===== src/rtl/nanov_alu_pkg.sv =====
// Shared definitions for the nanov multi-cycle ALU: funct3 encodings, FSM states, default sizes.
// The optional serial shifter is built only when NANOV_ALU_SHIFT_EN is defined.
package nanov_alu_pkg;

    localparam int DEF_XLEN  = 32;
    localparam int DEF_SLICE = 8;

    localparam logic [2:0] F3_ADD  = 3'b000;
    localparam logic [2:0] F3_SLL  = 3'b001;
    localparam logic [2:0] F3_SLT  = 3'b010;
    localparam logic [2:0] F3_SLTU = 3'b011;
    localparam logic [2:0] F3_XOR  = 3'b100;
    localparam logic [2:0] F3_SR   = 3'b101;
    localparam logic [2:0] F3_OR   = 3'b110;
    localparam logic [2:0] F3_AND  = 3'b111;

    localparam int OP_ALT_BIT = 3;

`ifdef NANOV_ALU_SHIFT_EN
    typedef enum logic [1:0] {
        ST_IDLE  = 2'd0,
        ST_ARITH = 2'd1,
        ST_SHIFT = 2'd2
    } state_t;
`else
    typedef enum logic [1:0] {
        ST_IDLE  = 2'd0,
        ST_ARITH = 2'd1
    } state_t;
`endif

    function automatic logic is_shift(input logic [2:0] f3);
        logic r;
        case (f3)
            F3_SLL:  r = 1'b1;
            F3_SR:   r = 1'b1;
            default: r = 1'b0;
        endcase
        return r;
    endfunction

    // SUB, SLT and SLTU all run through the adder as a + ~b + 1
    function automatic logic uses_sub(input logic [3:0] op);
        logic r;
        case (op[2:0])
            F3_ADD:  r = op[OP_ALT_BIT];
            F3_SLT:  r = 1'b1;
            F3_SLTU: r = 1'b1;
            default: r = 1'b0;
        endcase
        return r;
    endfunction

endpackage


===== src/rtl/nanov_alu_mc_if.sv =====
// Request/result bundle of the nanov multi-cycle ALU.
// master drives the request, slave (the ALU) returns status and result.
interface nanov_alu_mc_if #(
    parameter int XLEN = 32
) ();
    logic            start;
    logic [3:0]      op;
    logic [XLEN-1:0] a;
    logic [XLEN-1:0] b;
    logic            ready;
    logic            busy;
    logic            done;
    logic [XLEN-1:0] d;

    modport master (
        output start, op, a, b,
        input  ready, busy, done, d
    );

    modport slave (
        input  start, op, a, b,
        output ready, busy, done, d
    );
endinterface


===== src/rtl/nanov_alu_slice.sv =====
// One SLICE-wide step of the ALU: add with carry plus the bitwise results.
// Purely combinational; the top reuses a single instance for every slice.
module nanov_alu_slice #(
    parameter int SLICE = 8
) (
    input  logic [SLICE-1:0] x,
    input  logic [SLICE-1:0] y,
    input  logic             cin,
    output logic [SLICE-1:0] sum,
    output logic             cout,
    output logic [SLICE-1:0] x_xor,
    output logic [SLICE-1:0] x_or,
    output logic [SLICE-1:0] x_and
);
    assign {cout, sum} = {1'b0, x} + {1'b0, y} + {{SLICE{1'b0}}, cin};
    assign x_xor       = x ^ y;
    assign x_or        = x | y;
    assign x_and       = x & y;
endmodule


===== src/rtl/nanov_alu_mc.sv =====
// Multi-cycle RV32-style integer ALU: slice-serial add/compare/logic, bit-serial shifts.
// Define NANOV_ALU_SHIFT_EN to build the shifter; otherwise shift ops return 0 after one cycle.
module nanov_alu_mc
    import nanov_alu_pkg::*;
#(
    parameter int XLEN  = DEF_XLEN,
    parameter int SLICE = DEF_SLICE
) (
    input  logic           clk,
    input  logic           rst,
    nanov_alu_mc_if.slave  bus
);

    localparam int N     = XLEN / SLICE;
    localparam int IDX_W = (N > 1) ? $clog2(N) : 1;
    localparam logic [IDX_W-1:0] LAST_IDX = IDX_W'(N - 1);
    localparam logic [IDX_W-1:0] IDX_ONE  = IDX_W'(1);
    localparam logic [IDX_W-1:0] IDX_ZERO = {IDX_W{1'b0}};

    if ((XLEN % SLICE) != 0) begin : g_slice_check
        $error("nanov_alu_mc: XLEN must be a multiple of SLICE");
    end

    state_t                     state_r, state_nxt_s;
    logic [XLEN-1:0]            a_r, a_nxt_s;
    logic [XLEN-1:0]            b_r, b_nxt_s;
    logic [3:0]                 op_r, op_nxt_s;
    logic [N-1:0][SLICE-1:0]    res_r, res_nxt_s;
    logic                       carry_r, carry_nxt_s;
    logic [IDX_W-1:0]           idx_r, idx_nxt_s;
    logic [XLEN-1:0]            d_r, d_nxt_s;
    logic                       done_r, done_nxt_s;
    logic                       ready_r, busy_r;

    logic                       idle_s;
    logic [XLEN-1:0]            cur_a_s, cur_b_s;
    logic [3:0]                 cur_op_s;
    logic                       cin_s, sub_s, last_s;
    logic [N-1:0][SLICE-1:0]    a_sl_s, b_sl_s, res_fin_s;
    logic [SLICE-1:0]           x_s, y_s, sl_sum_s, sl_xor_s, sl_or_s, sl_and_s, sl_res_s;
    logic                       sl_cout_s, lt_s, ltu_s;
    logic [XLEN-1:0]            arith_d_s;

`ifdef NANOV_ALU_SHIFT_EN
    localparam int SHW = $clog2(XLEN);
    localparam logic [SHW-1:0] SH_ONE  = SHW'(1);
    localparam logic [SHW-1:0] SH_ZERO = {SHW{1'b0}};

    logic [XLEN-1:0] sh_r, sh_nxt_s;
    logic [SHW-1:0]  cnt_r, cnt_nxt_s;
    logic [SHW-1:0]  shamt_s;

    assign shamt_s = bus.b[SHW-1:0];

    function automatic logic [XLEN-1:0] shift1(input logic [XLEN-1:0] v, input logic [3:0] o);
        logic [XLEN-1:0] r;
        case (o[2:0])
            F3_SLL:  r = {v[XLEN-2:0], 1'b0};
            F3_SR:   r = {(o[OP_ALT_BIT] ? v[XLEN-1] : 1'b0), v[XLEN-1:1]};
            default: r = v;
        endcase
        return r;
    endfunction
`endif

    assign idle_s = (state_r == ST_IDLE);

    // Operand source: live bus in the accepting cycle, captured copy afterwards
    always_comb begin
        if (idle_s) begin
            cur_a_s  = bus.a;
            cur_b_s  = bus.b;
            cur_op_s = bus.op;
            cin_s    = uses_sub(bus.op);
        end else begin
            cur_a_s  = a_r;
            cur_b_s  = b_r;
            cur_op_s = op_r;
            cin_s    = carry_r;
        end
    end

    assign a_sl_s = cur_a_s;
    assign b_sl_s = cur_b_s;
    assign sub_s  = uses_sub(cur_op_s);
    assign x_s    = a_sl_s[idx_r];
    assign y_s    = sub_s ? ~b_sl_s[idx_r] : b_sl_s[idx_r];
    assign last_s = (idx_r == LAST_IDX);

    nanov_alu_slice #(.SLICE(SLICE)) u_slice (
        .x     (x_s),
        .y     (y_s),
        .cin   (cin_s),
        .sum   (sl_sum_s),
        .cout  (sl_cout_s),
        .x_xor (sl_xor_s),
        .x_or  (sl_or_s),
        .x_and (sl_and_s)
    );

    // Slice result select and the full-width result produced on the last slice
    always_comb begin
        case (cur_op_s[2:0])
            F3_XOR:  sl_res_s = sl_xor_s;
            F3_OR:   sl_res_s = sl_or_s;
            F3_AND:  sl_res_s = sl_and_s;
            default: sl_res_s = sl_sum_s;
        endcase
        res_fin_s        = res_r;
        res_fin_s[idx_r] = sl_res_s;
        // Signed compare: differing signs decide directly, otherwise the difference sign does
        lt_s  = (cur_a_s[XLEN-1] != cur_b_s[XLEN-1]) ? cur_a_s[XLEN-1] : sl_sum_s[SLICE-1];
        ltu_s = ~sl_cout_s;
        case (cur_op_s[2:0])
            F3_SLT:  arith_d_s = {{(XLEN-1){1'b0}}, lt_s};
            F3_SLTU: arith_d_s = {{(XLEN-1){1'b0}}, ltu_s};
            default: arith_d_s = res_fin_s;
        endcase
    end

    // FSM next state and datapath next values
    always_comb begin
        state_nxt_s = state_r;
        a_nxt_s     = a_r;
        b_nxt_s     = b_r;
        op_nxt_s    = op_r;
        res_nxt_s   = res_r;
        carry_nxt_s = carry_r;
        idx_nxt_s   = idx_r;
        d_nxt_s     = d_r;
        done_nxt_s  = 1'b0;
`ifdef NANOV_ALU_SHIFT_EN
        sh_nxt_s    = sh_r;
        cnt_nxt_s   = cnt_r;
`endif
        case (state_r)
            ST_IDLE: begin
                if (bus.start) begin
                    a_nxt_s  = bus.a;
                    b_nxt_s  = bus.b;
                    op_nxt_s = bus.op;
                    if (is_shift(bus.op[2:0])) begin
`ifdef NANOV_ALU_SHIFT_EN
                        // The accepting edge already performs the first one-bit step
                        if (shamt_s <= SH_ONE) begin
                            d_nxt_s    = (shamt_s == SH_ZERO) ? bus.a : shift1(bus.a, bus.op);
                            done_nxt_s = 1'b1;
                        end else begin
                            sh_nxt_s    = shift1(bus.a, bus.op);
                            cnt_nxt_s   = shamt_s - SH_ONE;
                            state_nxt_s = ST_SHIFT;
                        end
`else
                        d_nxt_s    = {XLEN{1'b0}};
                        done_nxt_s = 1'b1;
`endif
                    end else if (last_s) begin
                        d_nxt_s    = arith_d_s;
                        done_nxt_s = 1'b1;
                    end else begin
                        res_nxt_s   = res_fin_s;
                        carry_nxt_s = sl_cout_s;
                        idx_nxt_s   = idx_r + IDX_ONE;
                        state_nxt_s = ST_ARITH;
                    end
                end else begin
                    state_nxt_s = ST_IDLE;
                end
            end
            ST_ARITH: begin
                if (last_s) begin
                    d_nxt_s     = arith_d_s;
                    done_nxt_s  = 1'b1;
                    carry_nxt_s = 1'b0;
                    idx_nxt_s   = IDX_ZERO;
                    state_nxt_s = ST_IDLE;
                end else begin
                    res_nxt_s   = res_fin_s;
                    carry_nxt_s = sl_cout_s;
                    idx_nxt_s   = idx_r + IDX_ONE;
                end
            end
`ifdef NANOV_ALU_SHIFT_EN
            ST_SHIFT: begin
                if (cnt_r == SH_ONE) begin
                    d_nxt_s     = shift1(sh_r, op_r);
                    done_nxt_s  = 1'b1;
                    cnt_nxt_s   = SH_ZERO;
                    state_nxt_s = ST_IDLE;
                end else begin
                    sh_nxt_s  = shift1(sh_r, op_r);
                    cnt_nxt_s = cnt_r - SH_ONE;
                end
            end
`endif
            default: begin
                state_nxt_s = ST_IDLE;
            end
        endcase
    end

    // FSM state register
    always_ff @(posedge clk) begin
        if (rst) begin
            state_r <= ST_IDLE;
        end else begin
            state_r <= state_nxt_s;
        end
    end

    // Datapath and output registers; reset aborts any running operation
    always_ff @(posedge clk) begin
        if (rst) begin
            a_r     <= {XLEN{1'b0}};
            b_r     <= {XLEN{1'b0}};
            op_r    <= 4'b0000;
            res_r   <= {(N*SLICE){1'b0}};
            carry_r <= 1'b0;
            idx_r   <= IDX_ZERO;
            d_r     <= {XLEN{1'b0}};
            done_r  <= 1'b0;
            ready_r <= 1'b1;
            busy_r  <= 1'b0;
        end else begin
            a_r     <= a_nxt_s;
            b_r     <= b_nxt_s;
            op_r    <= op_nxt_s;
            res_r   <= res_nxt_s;
            carry_r <= carry_nxt_s;
            idx_r   <= idx_nxt_s;
            d_r     <= d_nxt_s;
            done_r  <= done_nxt_s;
            ready_r <= (state_nxt_s == ST_IDLE);
            busy_r  <= (state_nxt_s != ST_IDLE);
        end
    end

`ifdef NANOV_ALU_SHIFT_EN
    // Shifter working register and remaining-step counter
    always_ff @(posedge clk) begin
        if (rst) begin
            sh_r  <= {XLEN{1'b0}};
            cnt_r <= SH_ZERO;
        end else begin
            sh_r  <= sh_nxt_s;
            cnt_r <= cnt_nxt_s;
        end
    end
`endif

    assign bus.ready = ready_r;
    assign bus.busy  = busy_r;
    assign bus.done  = done_r;
    assign bus.d     = d_r;

endmodule


===== src/flat_wrapper.sv =====
// flat-port wrapper written by rule: the top's interface ports become plain ports
module nanov_alu_mc_flat import nanov_alu_pkg::*;
#(
    parameter int XLEN  = DEF_XLEN,
    parameter int SLICE = DEF_SLICE
)
  (clk, rst, bus_start, bus_op, bus_a, bus_b, bus_ready, bus_busy, bus_done, bus_d);
  nanov_alu_mc_if #(.XLEN(XLEN)) bus_i ();
  input  logic clk;
  input  logic rst;
  input wire logic [$bits(bus_i.start)-1:0] bus_start;
  input wire logic [$bits(bus_i.op)-1:0] bus_op;
  input wire logic [$bits(bus_i.a)-1:0] bus_a;
  input wire logic [$bits(bus_i.b)-1:0] bus_b;
  output wire logic [$bits(bus_i.ready)-1:0] bus_ready;
  output wire logic [$bits(bus_i.busy)-1:0] bus_busy;
  output wire logic [$bits(bus_i.done)-1:0] bus_done;
  output wire logic [$bits(bus_i.d)-1:0] bus_d;
  assign bus_i.start = bus_start;
  assign bus_i.op = bus_op;
  assign bus_i.a = bus_a;
  assign bus_i.b = bus_b;
  assign bus_ready = bus_i.ready;
  assign bus_busy = bus_i.busy;
  assign bus_done = bus_i.done;
  assign bus_d = bus_i.d;
  nanov_alu_mc #(.XLEN(XLEN), .SLICE(SLICE)) u_core (.clk(clk), .rst(rst), .bus(bus_i));
endmodule

===== config.mk =====
export PLATFORM = sky130hd
export DESIGN_NAME = nanov_alu_mc_flat
export DESIGN_NICKNAME = d
export VERILOG_FILES = /design/src/rtl/nanov_alu_pkg.sv /design/src/rtl/nanov_alu_mc_if.sv /design/src/rtl/nanov_alu_slice.sv /design/src/rtl/nanov_alu_mc.sv /design/src/flat_wrapper.sv
export SDC_FILE = /design/constraint.sdc
export NUM_CORES = 1
export LEC_CHECK = 0
export CORE_UTILIZATION = 55
export CTS_BUF_LIST = sky130_fd_sc_hd__clkbuf_8
export CTS_CLUSTER_SIZE = 30
export DETAILED_ROUTE_END_ITERATION = 12
export PLACE_DENSITY = 0.88
export SLEW_MARGIN = 10
export SYNTH_ARGS = -nofsm -noshare
export SYNTH_HDL_FRONTEND = slang
export SYNTH_SLANG_ARGS = --single-unit

===== constraint.sdc =====
create_clock -name clk -period 5 [get_ports clk]
set_clock_uncertainty 0.15 [all_clocks]
set_input_delay 0.75 -clock clk [delete_from_list [all_inputs] [get_ports clk]]
set_output_delay 0.75 -clock clk [all_outputs]
set_load 0.01 [all_outputs]

==> results of run 1 <==
-- flip-flops by register name, indices dropped and copies added, names as in the netlist --
name / count
u_core.res_r: 24
u_core.bus.d: 32
u_core.bus.busy: 1
u_core.bus.ready: 1
u_core.carry_r: 1
u_core.a_r: 32
u_core.b_r: 32
u_core.bus.done: 1
u_core.idx_r: 2
u_core.state_r: 2
u_core.op_r: 4
-- layer usage --
metal | wire length (µm) | up-vias | part of all wire, %
met2 | 8740 | 264 | 49
met1 | 7450 | 2969 | 42
met3 | 1300 | 35 | 7.3
met5 | 0 | - | 0
met4 | 397 | 0 | 2.2
li1 | - | 3007 | -
-- layout make-up --
class / count / area [µm²]
multi-input combinational: 590 / 4010
fill: 966 / 3670
sequential: 132 / 2640
timing repair buffer: 121 / 1170
clock buffer: 17 / 234
tap: 168 / 210
clock inverter: 14 / 148
inverter: 34 / 128
-- Yosys cell counts (all sizes together) (2+ instances only) --
| cell | number | area, µm² |
|---|---|---|
| o21a | 2 | 15.0 |
| mux4 | 32 | 721 |
| a21oi | 99 | 499 |
| xnor2 | 3 | 26.3 |
| o211ai | 7 | 57.6 |
| a2bb2oi | 2 | 17.5 |
| nand4 | 3 | 18.8 |
| or2 | 5 | 31.3 |
| nor4b | 2 | 38.8 |
| o2111ai | 2 | 17.5 |
| xor2 | 8 | 70.1 |
| nand3 | 14 | 75.1 |
| mux2i | 25 | 274 |
| a32oi | 10 | 95.1 |
| o21ai | 26 | 130 |
| inv | 34 | 128 |
| a31oi | 6 | 52.6 |
| o31ai | 3 | 22.5 |
| a21o | 2 | 15.0 |
| nand2b | 3 | 18.8 |
| a311oi | 2 | 35.0 |
| nor2 | 35 | 148 |
| nand2 | 204 | 776 |
| nor4 | 2 | 12.5 |
| nor2b | 3 | 18.8 |
| and2 | 9 | 56.3 |
| fa | 2 | 40.0 |
| or3 | 3 | 23.8 |
| ha | 21 | 263 |
| a22oi | 2 | 15.0 |
| nand3b | 6 | 45.0 |
| clkbuf | 29 | 109 |
| dfxtp | 132 | 2640 |
| buf | 24 | 146 |
| a211oi | 13 | 103 |
| nor3 | 10 | 61.3 |
| a22o | 8 | 70.1 |
-- final timing paths --
path,start,end,slack [ps],depth (start not counted)
min,u_core.a_r[24]$_SDFFE_PP0P_,u_core.a_r[24]$_SDFFE_PP0P_,300,2
max,u_core.state_r[1]$_SDFF_PP0_,u_core.res_r[22]$_SDFFE_PP0P_,470,14
max reg2reg,u_core.state_r[1]$_SDFF_PP0_,u_core.res_r[22]$_SDFFE_PP0P_,470,14
min reg2reg,u_core.a_r[24]$_SDFFE_PP0P_,u_core.a_r[24]$_SDFFE_PP0P_,300,2
-- power by group --
| group | switching [mW] | internal [mW] | leakage [nW] |
|---|---|---|---|
| sequential | 0.0271 | 1.09 | 1.07 |
| clock | 0.407 | 0.478 | 0.208 |
| combinational | 0.400 | 0.293 | 1.92 |
-- critical path: cells and delay by family (launching register included) --
family          cells  cell delay [ps]
fa+ha+maj           1              440
flops               1              530
compound gates      4              710
buf+inv             3              760
simple gates        3              730
xor+xnor            1              270
mux                 2              820
-- logic make-up (layout without fill, tap and decap cells) --
logic type                 after synthesis  in the layout  synth area share [%]
adders and majority gates               23             23                  4.31
buffers and inverters                   87            186                  5.45
and+or+nand+nor                        305            305                  19.6
muxes                                   58             58                  14.3
AOI/OAI and AO/OA                      192            192                  17.3
xor gates and xnor gates                11             11                  1.37
other                                    1              1                0.0534
DFF                                    132            132                  37.6
-- stage by stage --
| step | setup WS [ps] | power (mW) | cell area, µm² | hold slack (ps) |
|---|---|---|---|---|
| finish | 467 | 2.70 | 8540 | 303 |
| global route | 183 | 2.81 | 8540 | 319 |
| CTS | 475 | 2.69 | 8540 | 303 |
| detailed placement | 322 | 1.82 | 8150 | 294 |
| global placement | 427 | 1.81 | 8150 | 288 |
| floorplan | 851 | 1.59 | 7030 | 283 |
==> out/qor.yml, run 1 <==
cts.sinks: 132
coreArea_um2: 12200
io_buffers: 105
maxSlewHeadroom_pct: 37.0
antenna_found_initial: 0
final_nets: 990
synth_cell_types: 74
cts_tree: "built"
critPathArrivalTime_ps: 4740
wire_per_inst_um: 16.6
max-cap-violations: 0
ys_async_sr_fraction_pct: 0
busiest_layer: "met2"
drive_gt1_share_pct: 11.9
met2_usage_pct: 47.6
syn-num-nets: 903
final_cell_mix: "nand2_1 (199), dfxtp_1 (132), clkdlybuf4s50_1 (104), a21oi_1 (98)"
synthFlopType: "dfxtp_1"
cp_slowest_stage_delay_ps: 570
grt_usage_pct: 29.1
cts_root_buffer: "clkbuf_8"
cp-start-kind: "flop"
num_rows: 40
ant_nets: 0
syn_area_per_cell_um2: 8.69
num_vias: 6275
htree_levels: 4
grt.overflow.total: 0
path_clk_slew_ps: 80
grt_pass1_vias: 5948
clk-insertion-delay-late_ps: 460
drc: 0
fp.dieArea_um2: 13200
fp.dieH_um: 115
finalWorstPathRequiredPeriod_ps: 4530
cts_buffer_depth: 2
final_max_slew_viol_count: 0
gp_congestion: 0.960
tns_ps: 0
finalCritPeriodShare_pct: 90.7
ys_seq_elements: 132
ys_seq_area_share_pct: 37.6
gr-usage-met1_pct: 38.1
synthCells: 809
hold_viol: 0
routed_wl_um: 17900
postCtsSetupBuffers: 0
firstDrtPassIters: 5
dp_hpwl_um: 12600
cp_common_cell: "buf_4"
numCtsBuffers: 17
synth_enable_flop_cells: 0
netlist_area_um2: 7030
final_core_util_pct: 69.9
crit_chain: "nor2_8, buf_4, mux4_2, mux2i_1, xor2_1, inv_1, fa_1, nor2b_1, o2111ai_1, and4_1, o211ai_1, a22oi_1, buf_4, a211oi_1"
ir_worst_vdd_mv: 0.194
max_freq_mhz: 221
cts_resized: 0
hold_path.class: "reg2reg"
rsz0062_at_grt: "false"
final_common_cell: "nand2_1"
tightest_slew_ps: 942
die_x_um: 115
dp_cells: 1045
ys_warn_count: 0
initial_utilization_pct: 57.5
cp_slowest_cell: "mux4_2"
end_kind: "flop"
required_ps: 5210
ios: 106
p_per_area_nw_per_um2: 316
worstSetupPathType: "reg2reg"
setup_viol: 0
use_met3_pct: 5.59
grt_first_pass_wirelength_um: 29600
syn2layout_area_growth_pct: 21.5
status: "completed"
leakagePower_nw: 3.20
via_per_inst: 5.83
grt_max_degree: 78
cp_max_fo: 27
diodes: 0
drtIter0Drc: 530
hold_buffers: 0
fin_cells: 1076
Power figures use the tool's default switching activity.
==> run 2: changes to the inputs <==
--- a/config.mk
+++ b/config.mk
@@ -5,6 +5,7 @@
 export SDC_FILE = /design/constraint.sdc
 export NUM_CORES = 1
 export LEC_CHECK = 0
+export CAP_MARGIN = 20
 export CORE_UTILIZATION = 55
 export CTS_BUF_LIST = sky130_fd_sc_hd__clkbuf_8
 export CTS_CLUSTER_SIZE = 30
==> run 2 against run 1 <==
  * Die area is the same
  * Combinational power is essentially flat
  * Wire length shrank 0.59%
  * Hold slack is essentially flat
  * Non-clock buffer count grew 1
  * Via count grew 0.69%
  * Critical endpoint unchanged
  * Total power shrank 3.1%
==> out/qor.yml, run 2 (same netlist as run 1, synthesis figures left out) <==
switching_share_pct: 32.0  # was 30.9%
rsz0062_at_grt: "false"  # unchanged
wire_per_inst_um: 16.5  # was 16.6 µm
p_per_area_nw_per_um2: 307  # was 316 nW/µm²
postCtsSetupBuffers: 0  # unchanged
max_freq_mhz: 225  # was 221 MHz
min_from: "u_core.a_r[9]$_SDFFE_PP0P_"  # was u_core.a_r[24]$_SDFFE_PP0P_
setup_viol: 0  # unchanged
final_max_slew_viol_count: 0  # unchanged
hold_viol: 0  # unchanged
intPower_mw: 1.77  # was 1.86 mW
firstDrtPassIters: 5  # unchanged
topRoutingLayerUsed: "met4"  # unchanged
fp.dieH_um: 115  # unchanged
cts_root_buffer: "clkbuf_8"  # unchanged
grt.overflow.total: 0  # unchanged
dp_hpwl_um: 12700  # was 12600 µm
startpoint: "u_core.state_r[1]$_SDFF_PP0_"  # unchanged
cp_max_fo: 27  # unchanged
ir_worst_vdd_mv: 0.185  # was 0.194 mV
comb_power_share_pct: 26.5  # was 25.7%
p_sw_mw: 0.835  # was 0.834 mW
die_x_um: 115  # unchanged
num_rows: 40  # unchanged
gp_congestion: 0.960  # unchanged
hold_depth: 2  # unchanged
cts_buffer_depth: 2  # unchanged
coreArea_um2: 12200  # unchanged
ios: 106  # unchanged
wl_met2_um: 8500  # was 8740 µm
fp.dieArea_um2: 13200  # unchanged
leakagePower_nw: 3.19  # was 3.20 nW
drtIter0Drc: 494  # was 530
finalWorstPathRequiredPeriod_ps: 4440  # was 4530 ps
path_clk_slew_ps: 80  # about the same
reg2reg_depth: 14  # unchanged
max-cap-violations: 0  # unchanged
cp_common_cell: "buf_4"  # unchanged
final_cell_mix: "nand2_1 (199), dfxtp_1 (132), clkdlybuf4s50_1 (104), a21oi_1 (98), nor2_1 (34)"  # was nand2_1 (199), dfxtp_1 (132), clkdlybuf4s50_1 (104), a21oi_1 (98)
syn2layout_area_growth_pct: 21.0  # was 21.5%
ant_nets: 0  # unchanged
hold_path.class: "reg2reg"  # unchanged
dr_wl_met3_um: 1210  # was 1300 µm
tns_ps: 0  # unchanged
cts.sinks: 132  # unchanged
antenna_found_initial: 0  # unchanged
end_kind: "flop"  # unchanged
drive_gt1_share_pct: 11.9  # unchanged
status: "completed"  # unchanged
reg2reg_slack_ps: 560  # was 470 ps
required_ps: 5230  # was 5210 ps
hold_end: "u_core.a_r[9]$_SDFFE_PP0P_"  # was u_core.a_r[24]$_SDFFE_PP0P_
grt_max_degree: 78  # unchanged
io_buffers: 105  # unchanged
routed_wl_um: 17800  # was 17900 µm
p_clk_share_pct: 30.7  # was 32.9%
critPathArrivalTime_ps: 4670  # was 4740 ps
grt_pass1_vias: 5970  # was 5948
worstSetupPathType: "reg2reg"  # unchanged
via_per_inst: 5.87  # was 5.83
diodes: 0  # unchanged
seqPwrFrac_pct: 42.8  # was 41.5%
initial_utilization_pct: 57.5  # unchanged
grt_first_pass_wirelength_um: 29500  # was 29600 µm
finalCritPeriodShare_pct: 88.9  # was 90.7%
fin_cells: 1076  # unchanged
tightest_slew_ps: 952  # was 942 ps
cts_tree: "built"  # unchanged
reg2reg_from: "u_core.state_r[1]$_SDFF_PP0_"  # unchanged
cp-start-kind: "flop"  # unchanged
final_common_cell: "nand2_1"  # unchanged
clk-insertion-delay-late_ps: 460  # about the same
dp_cells: 1046  # was 1045
crit_chain: "nor2_8, buf_4, mux4_2, mux2i_1, xor2_1, inv_1, fa_1, nor2b_1, o2111ai_1, and4_1, o211ai_1, a22oi_1, buf_4, a211oi_1"  # unchanged
cp_slowest_cell: "mux4_2"  # unchanged
grt_usage_pct: 29.0  # was 29.1%
maxSlewHeadroom_pct: 36.3  # was 37.0%
cts_resized: 0  # unchanged
htree_levels: 4  # unchanged
numCtsBuffers: 17  # unchanged
num_vias: 6318  # was 6275
hold_buffers: 0  # unchanged
drc: 0  # unchanged
final_nets: 991  # was 990
r2r_end: "u_core.res_r[22]$_SDFFE_PP0P_"  # unchanged
wl_met1_um: 7630  # was 7450 µm
cp_slowest_stage_delay_ps: 570  # about the same
-- run 2: cell types whose count changed in the layout (fill, tap and decap cells not counted), sizes merged --
cell	delta
inv	-1
clkinv	+2
clkbuf	+1
clkinvlp	-1
buf	+1
bufinv	-2
-- run 2: layer usage --
layer  vias up  global-route usage (%)
li1       3013                       -
met1      3012                    37.8
met2       248                    46.1
met3        45                    6.69
met4         0                    12.5
met5         -                       0
-- run 2: worst max path at each step --
stage	end	slack [ps]	cells past startpoint
floorplan	u_core.bus.d[30]$_SDFFE_PP0P_	850	15
global placement	u_core.res_r[6]$_SDFFE_PP0P_	430	15
detailed placement	u_core.res_r[22]$_SDFFE_PP0P_	380	15
CTS	u_core.res_r[22]$_SDFFE_PP0P_	570	14
global route	u_core.res_r[22]$_SDFFE_PP0P_	190	14
finish	u_core.res_r[22]$_SDFFE_PP0P_	560	14
-- run 2: power groups by stage --
stage          Sequential, mW  Combinational [mW]  Clock (mW)
3_5_place_dp             1.14               0.679           0
6_report                 1.12               0.693       0.801
4_1_cts                  1.12               0.682       0.805
3_3_place_gp             1.14               0.673           0
5_1_grt                  1.12               0.748       0.859
2_1_floorplan            1.13               0.464           0
-- run 2: through the flow --
step	cell area, µm²	utilization, %	power, mW	setup slack, ps	hold slack [ps]
floorplan	7030	-	1.59	851	283
global placement	8150	66.8	1.81	427	288
detailed placement	8160	66.8	1.82	376	293
CTS	8500	69.6	2.60	571	302
global route	8500	69.6	2.73	193	319
finish	8500	69.6	2.61	557	304
-- run 2: worst max-delay path: cells and delay by family, from the launching register on --
family,cells,cell delay [ps]
adders and majority gates,1,440
AOI/OAI and AO/OA,4,610
DFF,1,540
buffers and inverters,3,750
muxes,2,850
xor gates and xnor gates,1,250
and+or+nand+nor,3,740
-- run 2: area by class of cell --
class,instances,area [µm²]
clock buffers,18,248
clock inverters,12,93.8
fillers,953,3710
inverters,34,128
multi-input cells,590,4010
flip-flops and latches,132,2640
well taps,168,210
repair buffers,122,1170
==> run 3: changes to the inputs <==
--- a/config.mk
+++ b/config.mk
@@ -15,3 +15,4 @@
 export SYNTH_ARGS = -nofsm -noshare
 export SYNTH_HDL_FRONTEND = slang
 export SYNTH_SLANG_ARGS = --single-unit
+export TNS_END_PERCENT = 5
==> results of run 3 <==
Same layout as run 2: the final DEF is identical, and so are final timing and power.
